[config.mk]
export PLATFORM = sky130hd
export DESIGN_NAME = bcd_counter_n
export DESIGN_NICKNAME = d
export VERILOG_FILES = /design/src/rtl/bcd_counter_n.sv
export SDC_FILE = /design/constraint.sdc
export NUM_CORES = 1
export LEC_CHECK = 0
export CAP_MARGIN = 20
export CORE_MARGIN = 2
export CORE_UTILIZATION = 30
export DETAILED_ROUTE_END_ITERATION = 6
export GPL_TIMING_DRIVEN = 0
export REMOVE_ABC_BUFFERS = 1
export SLEW_MARGIN = 10
export SYNTH_ARGS = -nofsm -noshare
export SYNTH_HDL_FRONTEND = slang
export SYNTH_SLANG_ARGS = --single-unit
[constraint.sdc]
create_clock -name clk -period 5.63 [get_ports clk]
set_clock_uncertainty 0.05 [all_clocks]
set_input_delay 0.563 -clock clk [delete_from_list [all_inputs] [get_ports clk]]
set_output_delay 0.563 -clock clk [all_outputs]
set_load 0.01 [all_outputs]
[src/rtl/bcd_counter_n.sv]
// bcd_counter_n: N-digit BCD up/down counter with load, wrap/saturate and sticky overflow
`timescale 1ns/1ps
module bcd_counter_n #(
  parameter int DIGITS = 4,
  parameter bit WRAP   = 1'b1
) (
  input  logic                  clk,
  input  logic                  clr,
  input  logic                  enable,
  input  logic                  load,
  input  logic                  up,
  input  logic [4*DIGITS-1:0]   d,
  output logic [4*DIGITS-1:0]   q,
  output logic                  co,
  output logic                  zero,
  output logic                  ovf
);
  logic [4*DIGITS-1:0] r_q, w_up, w_dn, w_ld;
  logic [DIGITS:0]     w_c9, w_c0;
  logic                r_ovf, w_term;
  // w_c9[k] / w_c0[k]: every digit below k is 9 / 0, i.e. digit k receives a carry / borrow
  always_comb begin
    w_c9 = '0;
    w_c0 = '0;
    w_c9[0] = 1'b1;
    w_c0[0] = 1'b1;
    w_up = '0;
    w_dn = '0;
    w_ld = '0;
    for (int k = 0; k < DIGITS; k++) begin
      w_up[4*k+:4] = !w_c9[k] ? r_q[4*k+:4] : r_q[4*k+:4] == 4'd9 ? 4'd0 : r_q[4*k+:4] + 4'd1;
      w_dn[4*k+:4] = !w_c0[k] ? r_q[4*k+:4] : r_q[4*k+:4] == 4'd0 ? 4'd9 : r_q[4*k+:4] - 4'd1;
      w_ld[4*k+:4] = d[4*k+:4] > 4'd9 ? 4'd9 : d[4*k+:4];
      w_c9[k+1] = w_c9[k] & (r_q[4*k+:4] == 4'd9);
      w_c0[k+1] = w_c0[k] & (r_q[4*k+:4] == 4'd0);
    end
    w_term = up ? w_c9[DIGITS] : w_c0[DIGITS];
  end
  always_ff @(posedge clk or posedge clr) begin
    if (clr) begin
      r_q   <= '0;
      r_ovf <= 1'b0;
    end else if (load) begin
      r_q   <= w_ld;
      r_ovf <= 1'b0;
    end else if (enable) begin
      if (WRAP || !w_term) r_q <= up ? w_up : w_dn;
      if (w_term) r_ovf <= 1'b1;
    end
  end
  assign q    = r_q;
  assign ovf  = r_ovf;
  assign co   = enable & ~load & ~clr & w_term;
  assign zero = w_c0[DIGITS];
endmodule

==> flow_summary.html <==
<table>
<tr><th>Metric</th><th>Value</th></tr>
<tr><th colspan="2">Run status</th></tr>
<tr><td>Status</td><td>finished clean</td></tr>
<tr><th colspan="2">Yosys</th></tr>
<tr><td>Number of synthesized register bits</td><td>17</td></tr>
<tr><td>Sequential element share of the synthesized area</td><td>about 25%</td></tr>
<tr><td>Cell Area, Synth</td><td>1697 um^2</td></tr>
<tr><td>Number of library cell types mapped by synthesis</td><td>60</td></tr>
<tr><td>Warnings from Yosys</td><td>0</td></tr>
<tr><td>Cell count after synthesis</td><td>about 220</td></tr>
<tr><td>Fraction of registers with async set/reset</td><td>100.0%</td></tr>
<tr><td>Number of flops mapped to enable cells by yosys</td><td>0</td></tr>
<tr><td>Per-instance average area after synthesis</td><td>7.855 um^2</td></tr>
<tr><td>Top_reg_cell synth</td><td>sky130_fd_sc_hd__dfrtp_1</td></tr>
<tr><th colspan="2">Clock network</th></tr>
<tr><td>Clock latency reported for the late side of the worst-skew pair</td><td>0.26 ns</td></tr>
<tr><td>Num Clock Sinks</td><td>17</td></tr>
<tr><td>H-tree level count</td><td>1</td></tr>
<tr><td>Maximum clock path buffer count</td><td>2</td></tr>
<tr><td>Number of cells upsized or downsized after cts</td><td>0</td></tr>
<tr><td>CTS hold repair buffers</td><td>0</td></tr>
<tr><td>Clk pin slew, worst setup/hold paths</td><td>0.08 ns</td></tr>
<tr><td>Total setup buffers inserted after CTS</td><td>0</td></tr>
<tr><td>CTS root buffer</td><td>sky130_fd_sc_hd__clkbuf_8</td></tr>
<tr><td>Number of buffers inserted during clock tree synthesis</td><td>3</td></tr>
<tr><td>TritonCTS clock tree</td><td>done</td></tr>
<tr><th colspan="2">Power</th></tr>
<tr><td>Sequential share of power</td><td>38.8%</td></tr>
<tr><td>Power share of the combinational group</td><td>a little under half</td></tr>
<tr><td>Switching component of the power</td><td>257.8 uW</td></tr>
<tr><td>Fraction of power consumed by the clock network</td><td>15.5%</td></tr>
<tr><td>Maximum vdd drop</td><td>0.1624 mV</td></tr>
<tr><td>Design Power</td><td>620.6 uW</td></tr>
<tr><td>Power density over cell area</td><td>approximately 290 nW/um^2</td></tr>
<tr><td>Internal cell power</td><td>362.9 uW</td></tr>
<tr><td>Switching part of the total power</td><td>41.53%</td></tr>
<tr><td>Leakage power figure</td><td>0.7767 nW</td></tr>
<tr><th colspan="2">Min path</th></tr>
<tr><td>Min-delay worst type</td><td>reg -&gt; reg</td></tr>
<tr><th colspan="2">STA</th></tr>
<tr><td>Max-slew headroom at the worst pin</td><td>a little over two fifths</td></tr>
<tr><td>Number of failing hold endpoints at the final stage</td><td>0</td></tr>
<tr><td>Post-route worst setup slack</td><td>2.144 ns</td></tr>
<tr><td>Transition at the pin with the smallest max-transition slack</td><td>0.8378 ns</td></tr>
<tr><td>Count of final max-slew check failures</td><td>0</td></tr>
<tr><td>Upper clock frequency limit</td><td>0.2869 GHz</td></tr>
<tr><td>Final worst-path cycle share</td><td>61.91%</td></tr>
<tr><td>Worst hold slack</td><td>0.4640 ns</td></tr>
<tr><td>Accumulated negative setup slack</td><td>0 ns</td></tr>
<tr><td>RSZ-0062 raised after global routing</td><td>false</td></tr>
<tr><td>Final Setup Violations</td><td>0</td></tr>
<tr><td>Shortest clock period the worst path allows after layout</td><td>3.486 ns</td></tr>
<tr><th colspan="2">GRT</th></tr>
<tr><td>Number of global-route vias before repair</td><td>1568</td></tr>
<tr><td>Maximum number of pins on one net before global-route repair</td><td>36</td></tr>
<tr><td>GRT overflow</td><td>0</td></tr>
<tr><td>First-pass GRT wire length</td><td>between 7000 and 8000 um</td></tr>
<tr><td>Initial antenna violation count</td><td>0</td></tr>
<tr><td>Overall routing resource usage</td><td>between 10 and 15%</td></tr>
<tr><th colspan="2">Floorplanning</th></tr>
<tr><td>Total Die Area</td><td>6273 um^2</td></tr>
<tr><td>Site Rows</td><td>27</td></tr>
<tr><td>Core Region</td><td>5473 um^2</td></tr>
<tr><td>Die H</td><td>79.20 um</td></tr>
<tr><td>Initial cell density of the core</td><td>a little under a third</td></tr>
<tr><td>Width of the die</td><td>between 70 and 80 um</td></tr>
<tr><td>Total I/O pin count</td><td>40</td></tr>
<tr><th colspan="2">Cells and area</th></tr>
<tr><td>Fraction of final layout cells with drive strength greater than 1</td><td>8.787%</td></tr>
<tr><td>Final cell utilization of the core</td><td>between 30% and 40%</td></tr>
<tr><td>Post-route cell area</td><td>approximately 2100 um^2</td></tr>
<tr><td>Number of nets in the layout</td><td>261</td></tr>
<tr><td>Leading cell type in the layout, fill and taps excluded</td><td>sky130_fd_sc_hd__clkdlybuf4s50_1</td></tr>
<tr><td>Antenna diode count</td><td>0</td></tr>
<tr><td>Top library cells by usage in the layout, fill and taps aside</td><td>sky130_fd_sc_hd__clkdlybuf4s50_1, sky130_fd_sc_hd__nor2_1, sky130_fd_sc_hd__nand2_1</td></tr>
<tr><td>FILL cells</td><td>between 500 and 600</td></tr>
<tr><td>Final std cells w/o fill</td><td>311</td></tr>
<tr><td>Area overhead of the layout relative to synthesis</td><td>26.11%</td></tr>
<tr><th colspan="2">Critical path</th></tr>
<tr><td>CP endpoint kind</td><td>output port</td></tr>
<tr><td>Element type at the critical path start</td><td>input port</td></tr>
<tr><td>Crit path max fanout</td><td>19</td></tr>
<tr><td>Data arrival time of the critical path</td><td>approximately 2.9 ns</td></tr>
<tr><td>Required time of the critical path</td><td>approximately 5.0 ns</td></tr>
<tr><td>Type of the setup path with the least slack</td><td>in -&gt; out</td></tr>
<tr><th colspan="2">Placed design</th></tr>
<tr><td>Instance count after placement with tap cells included</td><td>306</td></tr>
<tr><td>Total half-perimeter wirelength after legalization and detailed placement</td><td>3036 um</td></tr>
<tr><td>Port buffer count</td><td>39</td></tr>
<tr><td>Final weighted congestion in routability-driven placement</td><td>between 0.7 and 0.8</td></tr>
<tr><td>Pre-CTS setup slack</td><td>between 1.5 and 2 ns</td></tr>
<tr><td>Instance area at placement</td><td>slightly above 2000 um^2</td></tr>
<tr><th colspan="2">Route</th></tr>
<tr><td>Remaining routing DRC violations</td><td>0</td></tr>
<tr><td>Violation count after the first detailed-routing iteration</td><td>77</td></tr>
<tr><td>WL per Instance</td><td>14.07 um</td></tr>
<tr><td>Average vias per placed instance</td><td>5.373</td></tr>
<tr><td>Number of optimization iterations in the first detailed-route pass</td><td>4</td></tr>
<tr><td>Number of vias in the routed layout</td><td>1671</td></tr>
<tr><td>Antenna Violating Nets Remaining</td><td>0</td></tr>
<tr><td>Sum of routed wire length over all layers</td><td>4375 um</td></tr>
<tr><th colspan="2">Job</th></tr>
<tr><td>Max Cap Violations</td><td>0</td></tr>
</table>
[kinds of logic (layout without fill, tap and decap cells)]
| family | after synthesis | after routing | share of synthesized area, % |
|---|---|---|---|
| and+or+nand+nor | 93 | 93 | 33.33 |
| buffers and inverters | 27 | 50 | 7.153 |
| muxes | 6 | 6 | 4.056 |
| DFF | 17 | 17 | 25.07 |
| xor gates and xnor gates | 4 | 4 | 2.065 |
| AOI/OAI and AO/OA | 69 | 69 | 28.32 |
[layout make-up]
| type | instances | area (um^2) | area share, % |
|---|---|---|---|
| Inverter | 6 | 22.52 | 1.053 |
| Clock inverter | 1 | 5.005 | 0.2339 |
| Timing Repair Buffer | 40 | 405.4 | 18.95 |
| Sequential cell | 17 | 425.4 | 19.88 |
| Multi-Input combinational cell | 172 | 1150 | 53.74 |
| Clock buffer | 3 | 41.29 | 1.930 |
| Tap cell | 72 | 90.09 | 4.211 |
[per-layer routing]
metal | wire (um) | GRT usage [%] | vias to the layer above
met3 | 210 | 3.182 | 4
met4 | 23 | 2.931 | 0
li1 | - | - | 840
met1 | 2135 | 20.10 | 784
met5 | 0 | 0 | -
met2 | 2006 | 23.98 | 43
[Yosys cell counts (2+ instances only)]
library cell | instances | share of area, %
sky130_fd_sc_hd__o21a_1 | 6 | 2.7
sky130_fd_sc_hd__o22ai_1 | 3 | 1.1
sky130_fd_sc_hd__nor2b_1 | 7 | 2.6
sky130_fd_sc_hd__a221oi_1 | 2 | 1.0
sky130_fd_sc_hd__or3_1 | 2 | 0.74
sky130_fd_sc_hd__or2_1 | 4 | 1.5
sky130_fd_sc_hd__clkbuf_1 | 12 | 2.7
sky130_fd_sc_hd__nand3_1 | 3 | 0.88
sky130_fd_sc_hd__xnor2_1 | 4 | 2.1
sky130_fd_sc_hd__nor4_4 | 3 | 3.8
sky130_fd_sc_hd__o21ai_1 | 6 | 1.8
sky130_fd_sc_hd__a221o_1 | 2 | 1.2
sky130_fd_sc_hd__nand3b_1 | 4 | 1.8
sky130_fd_sc_hd__nand4_1 | 2 | 0.74
sky130_fd_sc_hd__mux2i_1 | 2 | 1.2
sky130_fd_sc_hd__nand4b_1 | 2 | 1.0
sky130_fd_sc_hd__nor3_1 | 5 | 1.5
sky130_fd_sc_hd__a22oi_1 | 3 | 1.3
sky130_fd_sc_hd__a31oi_1 | 5 | 1.8
sky130_fd_sc_hd__mux2_2 | 2 | 1.3
sky130_fd_sc_hd__dfrtp_1 | 17 | 25
sky130_fd_sc_hd__a22o_1 | 2 | 1.0
sky130_fd_sc_hd__buf_2 | 7 | 2.1
sky130_fd_sc_hd__inv_1 | 5 | 1.1
sky130_fd_sc_hd__nor4_1 | 2 | 0.74
sky130_fd_sc_hd__nand2b_1 | 3 | 1.1
sky130_fd_sc_hd__nand2_1 | 22 | 4.9
sky130_fd_sc_hd__a21oi_1 | 12 | 3.5
sky130_fd_sc_hd__o211ai_1 | 3 | 1.3
sky130_fd_sc_hd__o21ai_0 | 11 | 3.2
sky130_fd_sc_hd__nor2_1 | 24 | 5.3
[worst paths after layout]
kind                            startpoint    end  slack, ns  cells after the start
worst max-delay path                    up     co       2.14                      6
worst min-delay path                   ovf    ovf       0.46                      2
worst max register to register        q[4]  q[15]       3.52                      4
worst min register to register         ovf    ovf       0.46                      2
max in group asynchronous              clr   q[2]       4.37                      2
min in group asynchronous              clr    ovf       0.70                      2
[registers in the layout, summed over array words and instances (netlist names)]
register,flops
q,16
ovf,1
[worst max-delay path, stage by stage]
cell	delay (ns)
sky130_fd_sc_hd__clkdlybuf4s50_1	0.92
sky130_fd_sc_hd__nor2b_1	0.25
sky130_fd_sc_hd__nand4b_1	0.12
sky130_fd_sc_hd__o22ai_1	0.23
sky130_fd_sc_hd__nor3b_1	0.23
sky130_fd_sc_hd__clkdlybuf4s50_1	0.56
[power by group through the flow]
stage                     sequential, mW  combinational (mW)  clock [mW]
after detailed placement           0.242               0.284           0
final                              0.240               0.284      0.0960
after global routing               0.252               0.316       0.107
after global placement             0.243               0.280           0
after floorplan                    0.236               0.168           0
after CTS                          0.240               0.285       0.100
Power figures use the tool's default switching activity.
